===== src/rtl/wide_add_seq.sv =====
// Multi-cycle wide adder: one CHUNK-bit slice per cycle, carry rippled in a register.
// Define WIDE_ADD_SUB_EN to add the sub port (x - y in two's complement).
module wide_add_seq #(
  parameter int WIDTH = 100,
  parameter int CHUNK = 32
) (
  input  logic             clk,
  input  logic             rst,
  input  logic             in_valid,
  output logic             in_ready,
  input  logic [WIDTH-1:0] x,
  input  logic [WIDTH-1:0] y,
`ifdef WIDE_ADD_SUB_EN
  input  logic             sub,
`endif
  output logic             out_valid,
  input  logic             out_ready,
  output logic [WIDTH-1:0] sum,
  output logic             carry_out
);

  localparam int NCHUNK = (WIDTH + CHUNK - 1) / CHUNK;
  localparam int IW = (NCHUNK > 1) ? $clog2(NCHUNK) : 1;
  localparam int LASTB = WIDTH - (NCHUNK - 1) * CHUNK;

  typedef enum logic [1:0] {
    IDLE,
    RUN,
    DONE
  } state_t;

  state_t           state_q;
  logic [WIDTH-1:0] x_q;
  logic [WIDTH-1:0] y_q;
  logic [WIDTH-1:0] sum_q;
  logic [WIDTH-1:0] sum_d;
  logic [IW-1:0]    idx_q;
  logic             carry_q;
  logic             cout_q;
  logic             in_ready_q;
  logic             out_valid_q;
  logic             in_init;
  logic [WIDTH-1:0] y_in;

  logic [CHUNK-1:0] xs;
  logic [CHUNK-1:0] ys;
  logic [CHUNK:0]   s;

`ifdef WIDE_ADD_SUB_EN
  assign in_init = sub;
  assign y_in    = sub ? ~y : y;
`else
  assign in_init = 1'b0;
  assign y_in    = y;
`endif

  // Bits past WIDTH read as zero, so the carry out of
  // bit WIDTH-1 lands at s[LASTB] in the last slice.
  always_comb begin
    int base;
    xs   = '0;
    ys   = '0;
    base = int'(idx_q) * CHUNK;
    for (int j = 0; j < CHUNK; j++) begin
      if (base + j < WIDTH) begin
        xs[j] = x_q[base+j];
        ys[j] = y_q[base+j];
      end
    end
  end

  assign s = {1'b0, xs} + {1'b0, ys}
           + {{CHUNK{1'b0}}, carry_q};

  always_comb begin
    sum_d = sum_q;
    for (int i = 0; i < WIDTH; i++) begin
      if (i / CHUNK == int'(idx_q)) begin
        sum_d[i] = s[i%CHUNK];
      end
    end
  end

  always_ff @(posedge clk or posedge rst) begin
    if (rst) begin
      state_q     <= IDLE;
      x_q         <= '0;
      y_q         <= '0;
      sum_q       <= '0;
      idx_q       <= '0;
      carry_q     <= 1'b0;
      cout_q      <= 1'b0;
      in_ready_q  <= 1'b1;
      out_valid_q <= 1'b0;
    end else begin
      unique case (state_q)
        IDLE: begin
          if (in_valid) begin
            x_q        <= x;
            y_q        <= y_in;
            carry_q    <= in_init;
            idx_q      <= '0;
            in_ready_q <= 1'b0;
            state_q    <= RUN;
          end
        end
        RUN: begin
          sum_q   <= sum_d;
          carry_q <= s[CHUNK];
          idx_q   <= idx_q + IW'(1);
          if (idx_q == IW'(NCHUNK - 1)) begin
            cout_q      <= s[LASTB];
            out_valid_q <= 1'b1;
            state_q     <= DONE;
          end
        end
        DONE: begin
          if (out_ready) begin
            out_valid_q <= 1'b0;
            in_ready_q  <= 1'b1;
            state_q     <= IDLE;
          end
        end
        default: begin
          state_q <= IDLE;
        end
      endcase
    end
  end

  assign in_ready  = in_ready_q;
  assign out_valid = out_valid_q;
  assign sum       = sum_q;
  assign carry_out = cout_q;

endmodule


===== config.mk =====
export PLATFORM = sky130hd
export DESIGN_NAME = wide_add_seq
export DESIGN_NICKNAME = d
export VERILOG_FILES = /design/src/rtl/wide_add_seq.sv
export SDC_FILE = /design/constraint.sdc
export NUM_CORES = 1
export LEC_CHECK = 0
export BUFFER_PORTS_ARGS = -buffer_cell sky130_fd_sc_hd__buf_4
export CAP_MARGIN = 20
export CORE_MARGIN = 3
export CORE_UTILIZATION = 29
export CTS_CLUSTER_DIAMETER = 30
export DETAILED_ROUTE_END_ITERATION = 7
export HOLD_SLACK_MARGIN = 0.15
export PLACE_DENSITY = 0.51
export SLEW_MARGIN = 20
export SYNTH_ARGS = -nofsm -noshare
export SYNTH_HDL_FRONTEND = slang
export SYNTH_SLANG_ARGS = --single-unit
export TNS_END_PERCENT = 100

===== constraint.sdc =====
create_clock -name clk -period 9.3 [get_ports clk]
set_input_delay 1.395 -clock clk [delete_from_list [all_inputs] [get_ports clk]]
set_output_delay 1.395 -clock clk [all_outputs]
set_load 0.05 [all_outputs]

==> impl_results.md, run 1 <==
* CTS tree: yes
* P_leak at 0.0105 uW
* Clock transition at path regs at 0.04 ns
* Finished Layout Cells at 2,775
* Vias per cell at 4.62
* Setup tns final at 0 ns
* M1 WL at 24,200 um
* Clock Skew at 0.0236 ns
* RSZ-0062 raised after global routing: no
* Largest net degree at the start of global routing at 202
* Syn avg cell area at 8.49 um2
* Worst hold path type: register to register
* DR DRC count at 0
* Worst-path fanout max at 37
* Sequential area share after synthesis at 52.3%
* DPL Wire Length at 35,200 um
* Antenna viol nets, final at 0
* Iter 0 DRT Violations at 815
* Initial antenna violation count at 1
* Max-slew violations at 0
* Startpoint Class: register
* Worst path bufs/invs at 2
* WP data arrival at 5.41 ns
* Max incr delay on CP at 0.80 ns
* Initial core utilization at 29.7%
* Syn-to-layout area delta at 40.1%
* Die ar. at 53,500 um2
* IO Port Bufs at 306
* Drt wl/cell at 17.8 um
* Total clock sinks at 308
* CTS buffer count at 85
* #FFs+latches synth at 308
* Row count at 81
* Setup bufs post-CTS at 0
* Max layer used: met5
* FF-to-FF End: sum[30]$_DFFE_PP0P_
* Status: complete, no violations
* H-tree levels at 3
* Final hold violation count at 0
* RR Startpoint: idx_q[1]$_DFFE_PP0P_
* Critical Path Sink: sum[30]$_DFFE_PP0P_
* Final Setup Violations at 0
* Layout Nets at 2,283
* Yosys warning count at 0
* CP Launch Point: idx_q[1]$_DFFE_PP0P_
* Worst skew pair latency at 0.60 ns
* Critical path class: register to register
* Reg2Reg Depth at 14
* Pwr Density at 489 nW/um2
* Root Driver: clkbuf_16
* Most used DFF post-synth: dfrtp_1
* Post-cts sizing count at 0
* Syn Inst Count at 1,735
* Number of synthesized flops with an enable pin at 0
* Hold Slack at 0.468 ns
* Final Wtd Congestion at 0.818
* Die X-Extent at 231 um
* Max-cap viol count at 0
* Tmin final at 4.98 ns
* VDD IR max at 0.207 mV
* Wire length on met2 at 21,100 um
* Critical path depth at 14
* Met3 WL at 3010 um
* Number of distinct library cells after synthesis at 58
* Max_slew headroom at 34.9%
* Cell chain of the critical path: buf_4 > nor2_4 > buf_4 > a21oi_1 > nor2_1 > ha_1 > a21oi_1 > o211ai_2 > a311oi_4 > nor3_2 > o41ai_4 > nand2_1 > a211oi_2 > o21ai_0
* Asr flop ratio synth at 100%
* N_diodes at 0
* Max Buffers Root-to-Sink at 3
* CP Data Required Time at 9.73 ns
* Layout cell share with drive strength beyond 1 at 24.0%
* Core Box Area at 49,600 um2
* Hold Buf Count CTS at 0
* CP Capture Type: register
* Routed WL at 49,500 um
* Vias in the first global route at 13,400
* 1st-pass router iterations at 5
* Cell family with most CP delay: compound AO/OA/AOI/OAI gates
* Overflow after GRT at 0
* DR vias at 12,800
* Slowest cell on crit path: dfrtp_4
* Max Clock Freq at 0.201 GHz
* Synth Net Count at 1,976
* # placed instances at 2,619
* Tightest Pin Transition at 0.976 ns
* I/O Pins at 307
* Die height at 231 um
* Total track usage at 18.7%
* R2r setup slk at 4.32 ns
* Post-Syn Area at 14,700 um2
* First-pass GRT wire length at 77,600 um
* Final worst-path cycle share at 53.6%
## report_power, final
group	total, uW	switching (uW)	internal (uW)
logic	4750	3230	1520
registers	2380	390	1990
clock network	2970	871	2100
total	10100	4490	5610
## sequential cells by signal (all words and copies together) (netlist names)
signal     flops
y_q          100
sum          100
carry_q        1
idx_q          2
state_q        2
out_valid      1
in_ready       1
x_q          100
carry_out      1
## worst min path at each step
stage | from | end | slack (ns) | cells after the start
after CTS | y_q[66]$_DFFE_PP0P_ | y_q[66]$_DFFE_PP0P_ | 0.47 | 2
after floorplan | x_q[64]$_DFFE_PP0P_ | x_q[64]$_DFFE_PP0P_ | 0.44 | 2
after global placement | x_q[34]$_DFFE_PP0P_ | x_q[34]$_DFFE_PP0P_ | 0.46 | 2
after global routing | x_q[35]$_DFFE_PP0P_ | x_q[35]$_DFFE_PP0P_ | 0.48 | 2
final | x_q[26]$_DFFE_PP0P_ | x_q[26]$_DFFE_PP0P_ | 0.47 | 2
after detailed placement | y_q[66]$_DFFE_PP0P_ | y_q[66]$_DFFE_PP0P_ | 0.46 | 2
## layer usage
layer | up-vias | GRT usage, %
met5 | - | 0
met4 | 2 | 6.20
met3 | 76 | 4.34
met2 | 363 | 27.2
met1 | 6061 | 27.2
li1 | 6306 | -
## synth_stat cells (all sizes together), types with 12 or more instances
cell / instances / area [um2]
a21oi: 94 / 482
clkbuf: 89 / 334
dfrtp: 307 / 7680
nand3: 14 / 70.1
nand2: 741 / 2780
ha: 35 / 438
mux2i: 56 / 561
xor2: 12 / 105
o21ai: 103 / 515
nor2: 138 / 518
## area by class of cell
class                   instances  area (um2)
fillers                      4966       28900
flip-flops and latches        308        7710
multi-input cells            1319        6660
clock buffers                 108        2420
repair buffers                318        2410
well taps                     664         831
clock inverters                48         564
inverters                      10        41.3
## cell usage in the layout (no fill, tap or decap), drive strengths merged, types with 3 or more instances in the layout
master | Yosys | layout
a21o | 5 | 5
a21oi | 94 | 94
a31oi | 7 | 7
and3 | 6 | 6
and4 | 3 | 3
buf | 9 | 318
bufinv | 0 | 10
clkbuf | 89 | 108
clkinv | 0 | 22
clkinvlp | 0 | 11
dfrtp | 307 | 307
ha | 35 | 35
inv | 10 | 15
mux2i | 56 | 56
mux4 | 8 | 8
nand2 | 741 | 741
nand2b | 10 | 10
nand3 | 14 | 14
nand4b | 3 | 3
nor2 | 138 | 138
nor2b | 3 | 3
nor3 | 10 | 10
nor3b | 4 | 4
o211ai | 4 | 4
o21a | 4 | 4
o21ai | 103 | 103
o31ai | 10 | 10
or2 | 3 | 3
or3 | 6 | 6
or4b | 3 | 3
xnor2 | 10 | 10
xor2 | 12 | 12
## worst register-to-register path: stages, from the launching register on
cell	delay (ns)
dfrtp_4	0.80
buf_4	0.69
nor2_4	0.33
buf_4	0.34
a21oi_1	0.24
nor2_1	0.07
ha_1	0.35
a21oi_1	0.22
o211ai_2	0.16
a311oi_4	0.46
nor3_2	0.17
o41ai_4	0.40
nand2_1	0.17
a211oi_2	0.27
o21ai_0	0.13
## per-stage QoR
step / cell area (um2) / power [uW] / util, % / setup WS [ns]
2_1_floorplan: 14700 / 5580 / - / 3.81
3_3_place_gp: 17600 / 7110 / 35.6 / 4.47
3_5_place_dp: 17600 / 7160 / 35.6 / 4.35
4_1_cts: 20600 / 10200 / 41.6 / 4.30
5_1_grt: 20600 / 10900 / 41.6 / 4.01
6_report: 20600 / 10100 / 41.6 / 4.32
## kinds of logic (layout without fill, tap and decap cells)
kind of cell               after synthesis  after routing  synth area share [%]
buffers and inverters                  108            484                  2.75
DFF                                    308            308                  52.3
and+or+nand+nor                        950            950                  25.5
AOI/OAI and AO/OA                      244            244                  9.63
adders and majority gates               37             37                  3.25
xor gates and xnor gates                22             22                  1.31
muxes                                   66             66                  5.18
Note: power is estimated with default switching activity, not from simulation.
==> run 2: changes to the inputs <==
- PLACE_DENSITY: 0.51 -> 0.5
- clock period: 9.3 -> 5.1 ns (I/O delays scaled with it)
==> impl_results.md, run 2 (synthesis results as in run 1) <==
* N_diodes at 0 (unchanged)
* Hold_sp: y[66] (was x_q[26]$_DFFE_PP0P_)
* Layout Nets at 2,286 (was 2,283)
* Finished Layout Cells at 2,775 (unchanged)
* Total track usage at 18.4% (was 18.7%)
* Max Buffers Root-to-Sink at 3 (unchanged)
* Clock Skew at 0.0187 ns (was 0.0236 ns)
* Iter 0 DRT Violations at 781 (was 815)
* Die X-Extent at 231 um (unchanged)
* IO Port Bufs at 306 (unchanged)
* Initial antenna violation count at 0 (was 1)
* Max-slew violations at 0 (unchanged)
* Core Box Area at 49,600 um2 (unchanged)
* RR Startpoint: idx_q[1]$_DFFE_PP0P_ (unchanged)
* Final Wtd Congestion at 0.831 (was 0.818)
* Setup tns final at 0 ns (unchanged)
* Status: complete, no violations (unchanged)
* Tmin final at 4.29 ns (was 4.98 ns)
* Pwr Density at 892 nW/um2 (was 489 nW/um2)
* Worst-path fanout max at 39 (was 37)
* Die ar. at 53,500 um2 (unchanged)
* Clock transition at path regs at 0.05 ns (was 0.04 ns)
* Hold Buf Count CTS at 0 (unchanged)
* Die height at 231 um (unchanged)
* Worst hold path type: primary input to register (was register to register)
* Placement Cell Area at 17,700 um2 (was 17,600 um2)
* CP Capture Type: register (unchanged)
* RSZ-0062 raised after global routing: no (unchanged)
* Most common cell after layout, fill and taps aside: nand2_1 (unchanged)
* DR vias at 12,900 (was 12,800)
* Total clock sinks at 308 (unchanged)
* 1st-pass router iterations at 6 (was 5)
* WP data arrival at 4.72 ns (was 5.41 ns)
* Total power at 18,400 uW (was 10,100 uW)
* Max-cap viol count at 0 (unchanged)
* CP Data Required Time at 5.53 ns (was 9.73 ns)
* Layout cell share with drive strength beyond 1 at 23.4% (was 24.0%)
* Initial core utilization at 29.7% (unchanged)
* Vias in the first global route at 13,200 (was 13,400)
* Setup bufs post-CTS at 0 (unchanged)
* CTS buffer count at 86 (was 85)
* Row count at 81 (unchanged)
* P_leak at 0.0105 uW (about the same)
* Root Driver: clkbuf_16 (unchanged)
* Critical path class: register to register (unchanged)
* Max Clock Freq at 0.233 GHz (was 0.201 GHz)
* Syn-to-layout area delta at 40.4% (was 40.1%)
* Fin area at 20,700 um2 (was 20,600 um2)
* Filler Cell Count at 5,038 (was 4,966)
* # placed instances at 2,621 (was 2,619)
* Tightest Pin Transition at 0.983 ns (was 0.976 ns)
* Overflow after GRT at 0 (unchanged)
* CTS tree: yes (unchanged)
* DPL Wire Length at 35,300 um (was 35,200 um)
* Commonest cells after routing, fill and taps aside: nand2_1, buf_4, dfrtp_1 (unchanged)
* Worst skew pair latency at 0.59 ns (was 0.60 ns)
* I/O Pins at 307 (unchanged)
* H-tree levels at 3 (unchanged)
* Final Setup Violations at 0 (unchanged)
* Final worst-path cycle share at 84.2% (was 53.6%)
* Largest net degree at the start of global routing at 190 (was 202)
* DR DRC count at 0 (unchanged)
* Startpoint Class: register (unchanged)
* Drt wl/cell at 17.9 um (was 17.8 um)
* First-pass GRT wire length at 76,700 um (was 77,600 um)
* VDD IR max at 0.297 mV (was 0.207 mV)
* Antenna viol nets, final at 0 (unchanged)
* Max_slew headroom at 34.5% (was 34.9%)
* Post-cts sizing count at 0 (unchanged)
* CP Launch Point: idx_q[1]$_DFFE_PP0P_ (unchanged)
* Routed WL at 49,600 um (was 49,500 um)
* Vias per cell at 4.63 (was 4.62)
* Final hold violation count at 0 (unchanged)
[run 2: cell types whose count changed in the layout (fill, tap and decap cells not counted), moves of 2 or more]
cell,change
clkbuf_8,-4
bufinv_16,+2
clkinvlp_4,-4
clkbuf_1,+14
clkinv_2,-10
buf_12,+3
[run 2: worst max-delay path, stage by stage (launching register included)]
cell,delay [ns]
dfrtp_4,0.58
buf_12,0.32
mux4_2,0.39
fa_1,0.45
fa_1,0.43
a21oi_2,0.22
o211ai_2,0.15
a311oi_4,0.49
o21ai_0,0.25
a31o_2,0.28
a21oi_1,0.18
xor2_1,0.26
o21ai_0,0.13
[run 2: stage by stage]
step	hold slack, ns	util [%]	setup WS [ns]
6_report	0.367	41.7	0.805
5_1_grt	0.340	41.7	0.457
4_1_cts	0.329	41.7	0.754
3_5_place_dp	0.462	35.7	0.798
3_3_place_gp	0.455	35.7	0.860
2_1_floorplan	0.440	-	0.237
[run 2: worst paths after layout]
kind / cells past startpoint / to / slack (ns)
max: 12 / sum[18]$_DFFE_PP0P_ / 0.81
min: 3 / y_q[66]$_DFFE_PP0P_ / 0.37
max reg2reg: 12 / sum[18]$_DFFE_PP0P_ / 0.81
min reg2reg: 2 / y_q[79]$_DFFE_PP0P_ / 0.47
max in group asynchronous: 3 / y_q[22]$_DFFE_PP0P_ / 3.91
min in group asynchronous: 3 / sum[5]$_DFFE_PP0P_ / 0.38
[run 2: report_power, final]
part / total (uW) / switching [uW] / internal (uW)
Sequential: 4350 / 720 / 3630
Combinational: 8630 / 5840 / 2780
Clock: 5460 / 1550 / 3900
Total: 18400 / 8120 / 10300
[run 2: final cells by class]
class                           count  area [um2]  area share (%)
Clock buffer                      119        2440            11.8
Sequential cell                   308        7720            37.3
Tap cell                          664         831            4.02
Clock inverter                     35         532            2.57
Multi-Input combinational cell   1319        6650            32.2
Timing Repair Buffer              320        2460            11.9
Inverter                           10        41.3           0.200
[run 2: per-layer routing]
metal  global-route usage [%]  share of wire [%]
met1                     27.3                 50
met2                     27.1                 43
met3                     3.97                5.4
met4                     4.98                2.0
met5                        0                  0
